===== src/rtl/psr_cond_unit.sv =====
// ============================================================================
//  Module      : psr_cond_unit
//  Description : Processor status register fed by the ALU flags, with a
//                registered condition-code evaluator for branch/jump/set.
//                Optional PSR shadow save/restore under macro PSR_SAVE_EN.
//  Revision    : 1.0 - initial release
// ============================================================================
`default_nettype none

module psr_cond_unit #(
    parameter int DATA_W = 16,
    parameter int FLAG_W = 5
) (
    input  logic              clk,
    input  logic              rst_n,
    input  logic [FLAG_W-1:0] alu_flags,
    input  logic              flags_we,
    input  logic              psr_we,
    input  logic [DATA_W-1:0] psr_wdata,
    output logic [DATA_W-1:0] psr_rdata,
    input  logic              cond_req,
    input  logic [3:0]        cond_code,
    output logic              cond_valid,
    output logic              cond_taken,
    input  logic              save,
    input  logic              restore
);

    localparam int c_bit_z = 4;
    localparam int c_bit_c = 3;
    localparam int c_bit_f = 2;
    localparam int c_bit_n = 1;
    localparam int c_bit_l = 0;

    logic [FLAG_W-1:0] r_psr;
    logic [FLAG_W-1:0] w_psr_next;
    logic              r_cond_valid;
    logic              r_cond_taken;
    logic              w_cond_result;
    logic              w_z, w_c, w_f, w_n, w_l;

    // Upper load-data bits carry no state.
    logic w_unused_wdata;
    assign w_unused_wdata = ^psr_wdata[DATA_W-1:FLAG_W];

`ifdef PSR_SAVE_EN
    logic [FLAG_W-1:0] r_shadow;

    always_ff @(posedge clk or negedge rst_n) begin
        if (!rst_n) begin
            r_shadow <= '0;
        end else if (save) begin
            r_shadow <= r_psr;
        end
    end

    always_comb begin
        w_psr_next = r_psr;
        if (restore) begin
            w_psr_next = r_shadow;
        end else if (psr_we) begin
            w_psr_next = psr_wdata[FLAG_W-1:0];
        end else if (flags_we) begin
            w_psr_next = alu_flags;
        end
    end
`else
    logic w_unused_ports;
    assign w_unused_ports = save ^ restore;

    always_comb begin
        w_psr_next = r_psr;
        if (psr_we) begin
            w_psr_next = psr_wdata[FLAG_W-1:0];
        end else if (flags_we) begin
            w_psr_next = alu_flags;
        end
    end
`endif

    assign w_z = r_psr[c_bit_z];
    assign w_c = r_psr[c_bit_c];
    assign w_f = r_psr[c_bit_f];
    assign w_n = r_psr[c_bit_n];
    assign w_l = r_psr[c_bit_l];

    // Evaluated on the PSR as registered, so same-cycle flag writes are not seen.
    always_comb begin
        w_cond_result = 1'b0;
        case (cond_code)
            4'b0000: w_cond_result = w_z;
            4'b0001: w_cond_result = ~w_z;
            4'b0010: w_cond_result = w_c;
            4'b0011: w_cond_result = ~w_c;
            4'b0100: w_cond_result = ~w_l & ~w_z;
            4'b0101: w_cond_result = w_l | w_z;
            4'b0110: w_cond_result = ~w_n & ~w_z;
            4'b0111: w_cond_result = w_n | w_z;
            4'b1000: w_cond_result = w_f;
            4'b1001: w_cond_result = ~w_f;
            4'b1010: w_cond_result = w_l;
            4'b1011: w_cond_result = ~w_l;
            4'b1100: w_cond_result = w_n;
            4'b1101: w_cond_result = ~w_n;
            4'b1110: w_cond_result = 1'b1;
            default: w_cond_result = 1'b0;
        endcase
    end

    always_ff @(posedge clk or negedge rst_n) begin
        if (!rst_n) begin
            r_psr        <= '0;
            r_cond_valid <= 1'b0;
            r_cond_taken <= 1'b0;
        end else begin
            r_psr        <= w_psr_next;
            r_cond_valid <= cond_req;
            r_cond_taken <= cond_req & w_cond_result;
        end
    end

    assign psr_rdata  = {{(DATA_W-FLAG_W){1'b0}}, r_psr};
    assign cond_valid = r_cond_valid;
    assign cond_taken = r_cond_taken;

endmodule

`default_nettype wire


===== config.mk =====
export PLATFORM = sky130hd
export DESIGN_NAME = psr_cond_unit
export DESIGN_NICKNAME = d
export VERILOG_FILES = /design/src/rtl/psr_cond_unit.sv
export SDC_FILE = /design/constraint.sdc
export NUM_CORES = 1
export LEC_CHECK = 0
export ABC_AREA = 1
export BUFFER_PORTS_ARGS = -buffer_cell sky130_fd_sc_hd__buf_2
export CORE_ASPECT_RATIO = 0.9
export CORE_MARGIN = 5
export CORE_UTILIZATION = 33
export CTS_CLUSTER_DIAMETER = 60
export DETAILED_ROUTE_END_ITERATION = 7
export GPL_ROUTABILITY_DRIVEN = 0
export GPL_TIMING_DRIVEN = 0
export PLACE_DENSITY = 0.83
export SYNTH_ARGS = -nofsm -noshare
export SYNTH_HDL_FRONTEND = slang
export SYNTH_SLANG_ARGS = --single-unit

===== constraint.sdc =====
create_clock -name clk -period 0.99 [get_ports clk]
set_input_delay 0.0495 -clock clk [delete_from_list [all_inputs] [get_ports clk]]
set_output_delay 0.0495 -clock clk [all_outputs]
set_load 0.02 [all_outputs]

==> results of run 1 <==
-- metal layers --
layer | vias up | part of all wire, % | wire length, µm | global-route usage (%)
li1 | 345 | - | - | -
met1 | 287 | 34 | 495 | 11.57
met2 | 30 | 52 | 757 | 22.86
met3 | 2 | 11 | 165 | 2.446
met4 | 0 | 2.1 | 30 | 6.383
met5 | - | 0 | 0 | 0
-- worst register-to-register path, delay by kind of cell, from the launching register on --
kind             cells  cell delay, ns
flip-flops           1            0.42
AND/OR/NAND/NOR      8            0.58
-- layout make-up --
type	count	area (µm²)	area share, %
multi-input combinational	75	310.3	36.58
timing repair buffer	30	183.9	21.68
sequential	7	177.7	20.94
buffer	12	90.09	10.62
inverter	8	30.03	3.540
tap	24	30.03	3.540
clock buffer	4	26.28	3.097
-- cells in the final DEF, fill, tap and decap left out, types with 2 or more instances in the layout --
master	count
nand2_1	37
nor2_1	13
dlygate4sd3_1	5
nand3_1	9
dfrtp_1	5
conb_1	11
inv_2	2
inv_1	6
clkbuf_4	3
dfrtp_2	2
buf_4	13
buf_2	23
-- cells by family (layout without fill, tap and decap cells) --
| logic type | after synthesis | count (layout) | synth area share [%] |
|---|---|---|---|
| DFF | 7 | 7 | 30.97 |
| AOI/OAI and AO/OA | 2 | 2 | 2.433 |
| other | 1 | 11 | 0.6631 |
| and+or+nand+nor | 62 | 62 | 44.69 |
| buffers and inverters | 20 | 54 | 21.24 |
-- metrics by stage --
| step | TNS (ns) | instance area, µm² |
|---|---|---|
| 4_1_cts | -0.1169 | 848.3 |
| 3_3_place_gp | -0.1028 | 758.2 |
| 2_1_floorplan | -0.05503 | 608.1 |
| 6_report | -0.1236 | 848.3 |
| 5_1_grt | -0.2454 | 848.3 |
| 3_5_place_dp | -0.1129 | 758.2 |
-- worst min path at each step --
stage | start | end | cells past startpoint | slack [ns]
global route | alu_flags[0] | r_psr[0] | 3 | 0.009
CTS | alu_flags[0] | r_psr[0] | 3 | 0.004
detailed placement | rst_n | r_psr[4] | 1 | -0.11
global placement | rst_n | cond_valid | 1 | -0.12
floorplan | rst_n | cond_taken | 0 | -0.25
finish | alu_flags[0] | r_psr[0] | 3 | 0.006
-- state kept, by name, summed over array words and instances, names as in the netlist --
register	count
cond_valid	1
r_psr	5
cond_taken	1
-- repair_timing --
action | in CTS | in global routing
setup endpoints to repair | 1 | 2
endpoints found under the hold margin | 11 | 0
setup buffers | 1 | 0
hold buffers | 5 | 0
gates resized for setup | 2 | 0
-- report_power, final --
group | switching (µW) | internal [µW]
Sequential | 25.9 | 314
Clock | 105 | 154
Combinational | 185 | 138
==> summary.json, run 1 <==
{
  "rr_endpoint": "cond_taken",
  "final_cells": 160,
  "leakagePower_uw": 0.0005075,
  "timing.critical_path.fanout_max": 4,
  "power.ir.vdd_worst_uv": 602.4,
  "timing.critical_path.arrival_ns": 1.25,
  "grt_setup_unrepaired": "yes",
  "grt_first_pass_wirelength_mm": 2.387,
  "grt_overflow_total": 0,
  "yosys.area.top_type_share_pct": 30.97,
  "grt_start_max_net_pins": 9,
  "critical_path_rt_ns": 1.13,
  "ff2ff_setup_slack_ns": -0.12,
  "result_of_the_run": "finished, violations left",
  "period_needed_ns": 1.109,
  "initial_antenna_violation_count": 0,
  "regToRegStartpoint": "r_psr[1]",
  "finalClockSkew_ns": 0.001702,
  "min_path_type": "in2reg",
  "final_core_util_pct": 51.52,
  "pre_cts_slack_ns": -0.1129,
  "start_util_pct": 34.35,
  "syn-mean-instance-area_um2": 6.147,
  "antenna_diode_count": 0,
  "htree_levels": 1,
  "clkTransAtPathRegs_ns": 0.05,
  "setup_viol": 2,
  "chipWidth_um": 53.64,
  "post_drt_via_cell_ratio": 4.150,
  "worst_skew_late_latency_ns": 0.25,
  "netlist_instances": 92,
  "num_vias": 664,
  "die_h_um": 49.27,
  "critical_path.cell_chain": "nor2_2 > nand2_1 > nand2_1 > nor2_1 > nor2_1 > nand2_1 > nor2_1 > nor2_1",
  "post_synth_most_frequent_cells": "nand2_1, nor2_1, buf_4, nand3_1, dfrtp_1",
  "detail_route.wirelength_mm": 1.449,
  "fillCellCount": 168,
  "yosys.cell_count.top_type": "nand2_1",
  "design.core.area_um2": 1647,
  "cts-root-buf": "clkbuf_4",
  "syn_area_um2": 565.5,
  "area_growth_syn_to_layout_pct": 50.00,
  "synth_sequential_area_ratio_pct": 30.97,
  "cts_made_buffers": 3,
  "drt_pre_antenna_iters": 4,
  "setup_ws_ns": -0.1191,
  "crit_cells": 8,
  "drv.max_cap_violation_count": 0,
  "fin_worst_hold_slack_ns": 0.005969,
  "timing.critical_path.from_type": "flip-flop",
  "worstRegToRegCells": 8,
  "timing.critical_path.from": "r_psr[1]",
  "ys_async_sr_fraction_pct": 100.0,
  "timing.critical_path.max_delay_family": "simple AND/OR/NAND/NOR gates",
  "clk_sink_count": 7,
  "crit_slowest_cell": "dfrtp_2",
  "clock_path_buffers": 2,
  "post_route_cells_drive_above_1_share_pct": 35.29,
  "failed_checks": "setup timing",
  "postSynthRegisterBits": 7,
  "remaining_drc_errors": 0,
  "slew_viol_final": 0,
  "fp.dieArea_um2": 2643,
  "endpoint_kind": "flip-flop",
  "share_of_the_clock_period_used_by_the_worst_path_pct": 112.0,
  "worstSetupPathType": "reg2reg",
  "power.density_cell_area_nw_per_um2": 1086,
  "cp_buf_inv_count": 0,
  "post-layout-total-power_uw": 921.4,
  "ios": 50,
  "timing.fmax_ghz": 0.9016,
  "final_hold_viol_count": 0,
  "detailed_place_hpwl_mm": 1.169,
  "finalNetCount": 169,
  "worst_path_largest_cell_delay_ns": 0.42,
  "final_antenna_net_count": 0,
  "placed_cells": 150,
  "synth_flop_cell": "dfrtp_1",
  "io_buffer_count": 24,
  "synth.distinct_cells": 12,
  "synthDominantAreaCellType": "dfrtp_1",
  "synth_edf_count": 0,
  "cp_common_cell": "nor2_1",
  "synth-warning-count": 0,
  "initialDrtViolationCount": 8,
  "first_global_vias": 665,
  "grt.total_usage_pct": 12.09,
  "netlist_top_cells_area": "dfrtp_1, nand2_1, buf_4",
  "std_cell_rows": 14,
  "crit_path_end": "cond_taken",
  "wire_per_inst_um": 9.056,
  "cts_tree": "yes"
}
No activity file was read; power rests on OpenSTA's default activity.
==> inputs of run 2 (changes only) <==
==> constraint.sdc (replaced) <==
create_clock -name clk -period 0.9 [get_ports clk]
set_input_delay 0.225 -clock clk [delete_from_list [all_inputs] [get_ports clk]]
set_output_delay 0.225 -clock clk [all_outputs]
set_load 0.02 [all_outputs]
==> run 2 against run 1 <==
Against the previous run:
- the flow still finishes with violations (setup timing)
- sequential cell count stayed put
- core utilization stayed put
- sequential power is 12% higher
- largest cell class unchanged
==> summary.json, run 2 (synthesis results as in run 1) <==
{
  "worst_skew_late_latency_ns": 0.25,
  "io_buffer_count": 24,
  "area_growth_syn_to_layout_pct": 50.00,
  "drv.max_cap_violation_count": 0,
  "ios": 50,
  "power.density_cell_area_nw_per_um2": 1226,
  "routed-wl-met3_um": 170,
  "endpoint_kind": "flip-flop",
  "fin_worst_hold_slack_ns": 0.09343,
  "multi_input_comb_area_um2": 310.3,
  "grt_first_pass_wirelength_mm": 2.346,
  "cts_made_buffers": 3,
  "detailed_place_hpwl_mm": 1.169,
  "worstHoldEndpoint": "cond_valid",
  "finalNetCount": 166,
  "design.core.area_um2": 1647,
  "min_path_type": "in2reg",
  "antenna_diode_count": 0,
  "grt_overflow_total": 0,
  "grt_setup_unrepaired": "yes",
  "min_path_cells": 1,
  "worst_path_largest_cell_delay_ns": 0.43,
  "placed_cells": 150,
  "cts_tree": "yes",
  "timing.critical_path.arrival_ns": 1.25,
  "worstRegToRegCells": 8,
  "hold_start": "cond_req",
  "start_util_pct": 34.35,
  "ff2ff_setup_slack_ns": -0.21,
  "cp_common_cell": "nor2_1",
  "fin_tns_setup_ns": -1.197,
  "clock_path_buffers": 2,
  "leakagePower_uw": 0.0005036,
  "setup_ws_ns": -0.2064,
  "wire_per_inst_um": 9.178,
  "post-layout-total-power_uw": 1040,
  "first_global_vias": 653,
  "number_of_flip_flops_in_the_largest_register": 5,
  "regToRegStartpoint": "r_psr[1]",
  "timing.critical_path.max_delay_family": "simple AND/OR/NAND/NOR gates",
  "post_drt_via_cell_ratio": 4.248,
  "grt_start_max_net_pins": 9,
  "cp_buf_inv_count": 0,
  "wire_length_the_detailed_router_placed_on_met1_um": 484,
  "setup_viol": 9,
  "result_of_the_run": "finished, violations left",
  "cts-root-buf": "clkbuf_4",
  "critical_path_rt_ns": 1.05,
  "layout.cells.most_common_list": "nand2_1, buf_2, buf_4",
  "final_hold_viol_count": 0,
  "post_route_cells_drive_above_1_share_pct": 37.59,
  "remaining_drc_errors": 0,
  "share_of_the_clock_period_used_by_the_worst_path_pct": 122.9,
  "timing.critical_path.from_type": "flip-flop",
  "power.ir.vdd_worst_uv": 618.6,
  "final_antenna_net_count": 0,
  "largest-register": "r_psr",
  "grt.total_usage_pct": 11.83,
  "rr_endpoint": "cond_taken",
  "fillCellCount": 167,
  "die_h_um": 49.27,
  "final_core_util_pct": 51.52,
  "crit_slowest_cell": "dfrtp_2",
  "layout_commonest_cell": "nand2_1",
  "std_cell_rows": 14,
  "timing.fmax_ghz": 0.9038,
  "clk_sink_count": 7,
  "top_signal_layer_used": "met4",
  "detail_route.wirelength_mm": 1.441,
  "critical_path.cell_chain": "nor2_2 > nand2_1 > nand2_1 > nor2_1 > nor2_1 > nand2_1 > nor2_1 > nor2_1",
  "worstSetupPathType": "reg2reg",
  "initialDrtViolationCount": 9,
  "clkTransAtPathRegs_ns": 0.05,
  "seq_area_um2": 178.9,
  "failed_checks": "setup timing",
  "drt_pre_antenna_iters": 4,
  "period_needed_ns": 1.106,
  "finalClockSkew_ns": 0.0004217,
  "htree_levels": 1,
  "num_vias": 667,
  "chipWidth_um": 53.64,
  "timing.critical_path.fanout_max": 5,
  "initial_antenna_violation_count": 0,
  "fp.dieArea_um2": 2643,
  "slew_viol_final": 0,
  "final_cells": 157,
  "dr_wl_met2_um": 753
}
[run 2: how the worst max path moves through the flow]
stage                  start          to  slack [ns]  cells after the start
CTS                 r_psr[1]  cond_taken       -0.22                      8
floorplan           r_psr[1]  cond_taken       -0.15                      8
detailed placement  r_psr[1]  cond_taken       -0.20                      8
global placement    r_psr[1]  cond_taken       -0.19                      8
finish              r_psr[1]  cond_taken       -0.21                      8
global route        r_psr[1]  cond_taken       -0.31                      8
[run 2: routing by layer]
metal / up-vias / GRT usage [%]
met5: - / 0
met4: 0 / 6.383
met3: 2 / 2.141
met2: 40 / 21.84
met1: 286 / 11.90
li1: 339 / -
[run 2: report_power, final]
part           total (µW)  switching [µW]  internal, µW  leakage (µW)
Clock                 289             119           169     0.0000150
Sequential            381            35.2           346     0.0000818
Combinational         369             201           168      0.000407
[run 2: worst reg2reg max path, stage by stage, from the launching register on]
cell	delay, ns
dfrtp_2	0.43
nor2_2	0.10
nand2_1	0.06
nand2_1	0.06
nor2_1	0.04
nor2_1	0.11
nand2_1	0.06
nor2_1	0.10
nor2_1	0.05
[run 2: final cells by class]
| type | instances | share of cell area, % |
|---|---|---|
| Tap cell | 24 | 3.540 |
| Multi-Input combinational cell | 75 | 36.58 |
| Buffer | 12 | 10.62 |
| Sequential cell | 7 | 21.09 |
| Inverter | 8 | 3.540 |
| Timing Repair Buffer | 27 | 21.53 |
| Clock buffer | 4 | 3.097 |
[run 2: repair_timing]
item / CTS / global route
endpoints found under the setup margin: 8 / 8
hold buffers: 1 / 0
endpoints found under the hold margin: 7 / 0
resized for setup: 12 / 1
setup buffers: 1 / 1
[run 2: through the flow]
stage / instance area (µm²) / setup WS [ns]
3_3_place_gp: 758.2 / -0.1928
5_1_grt: 848.3 / -0.3062
6_report: 848.3 / -0.2064
2_1_floorplan: 608.1 / -0.1450
3_5_place_dp: 758.2 / -0.2029
4_1_cts: 839.6 / -0.2154
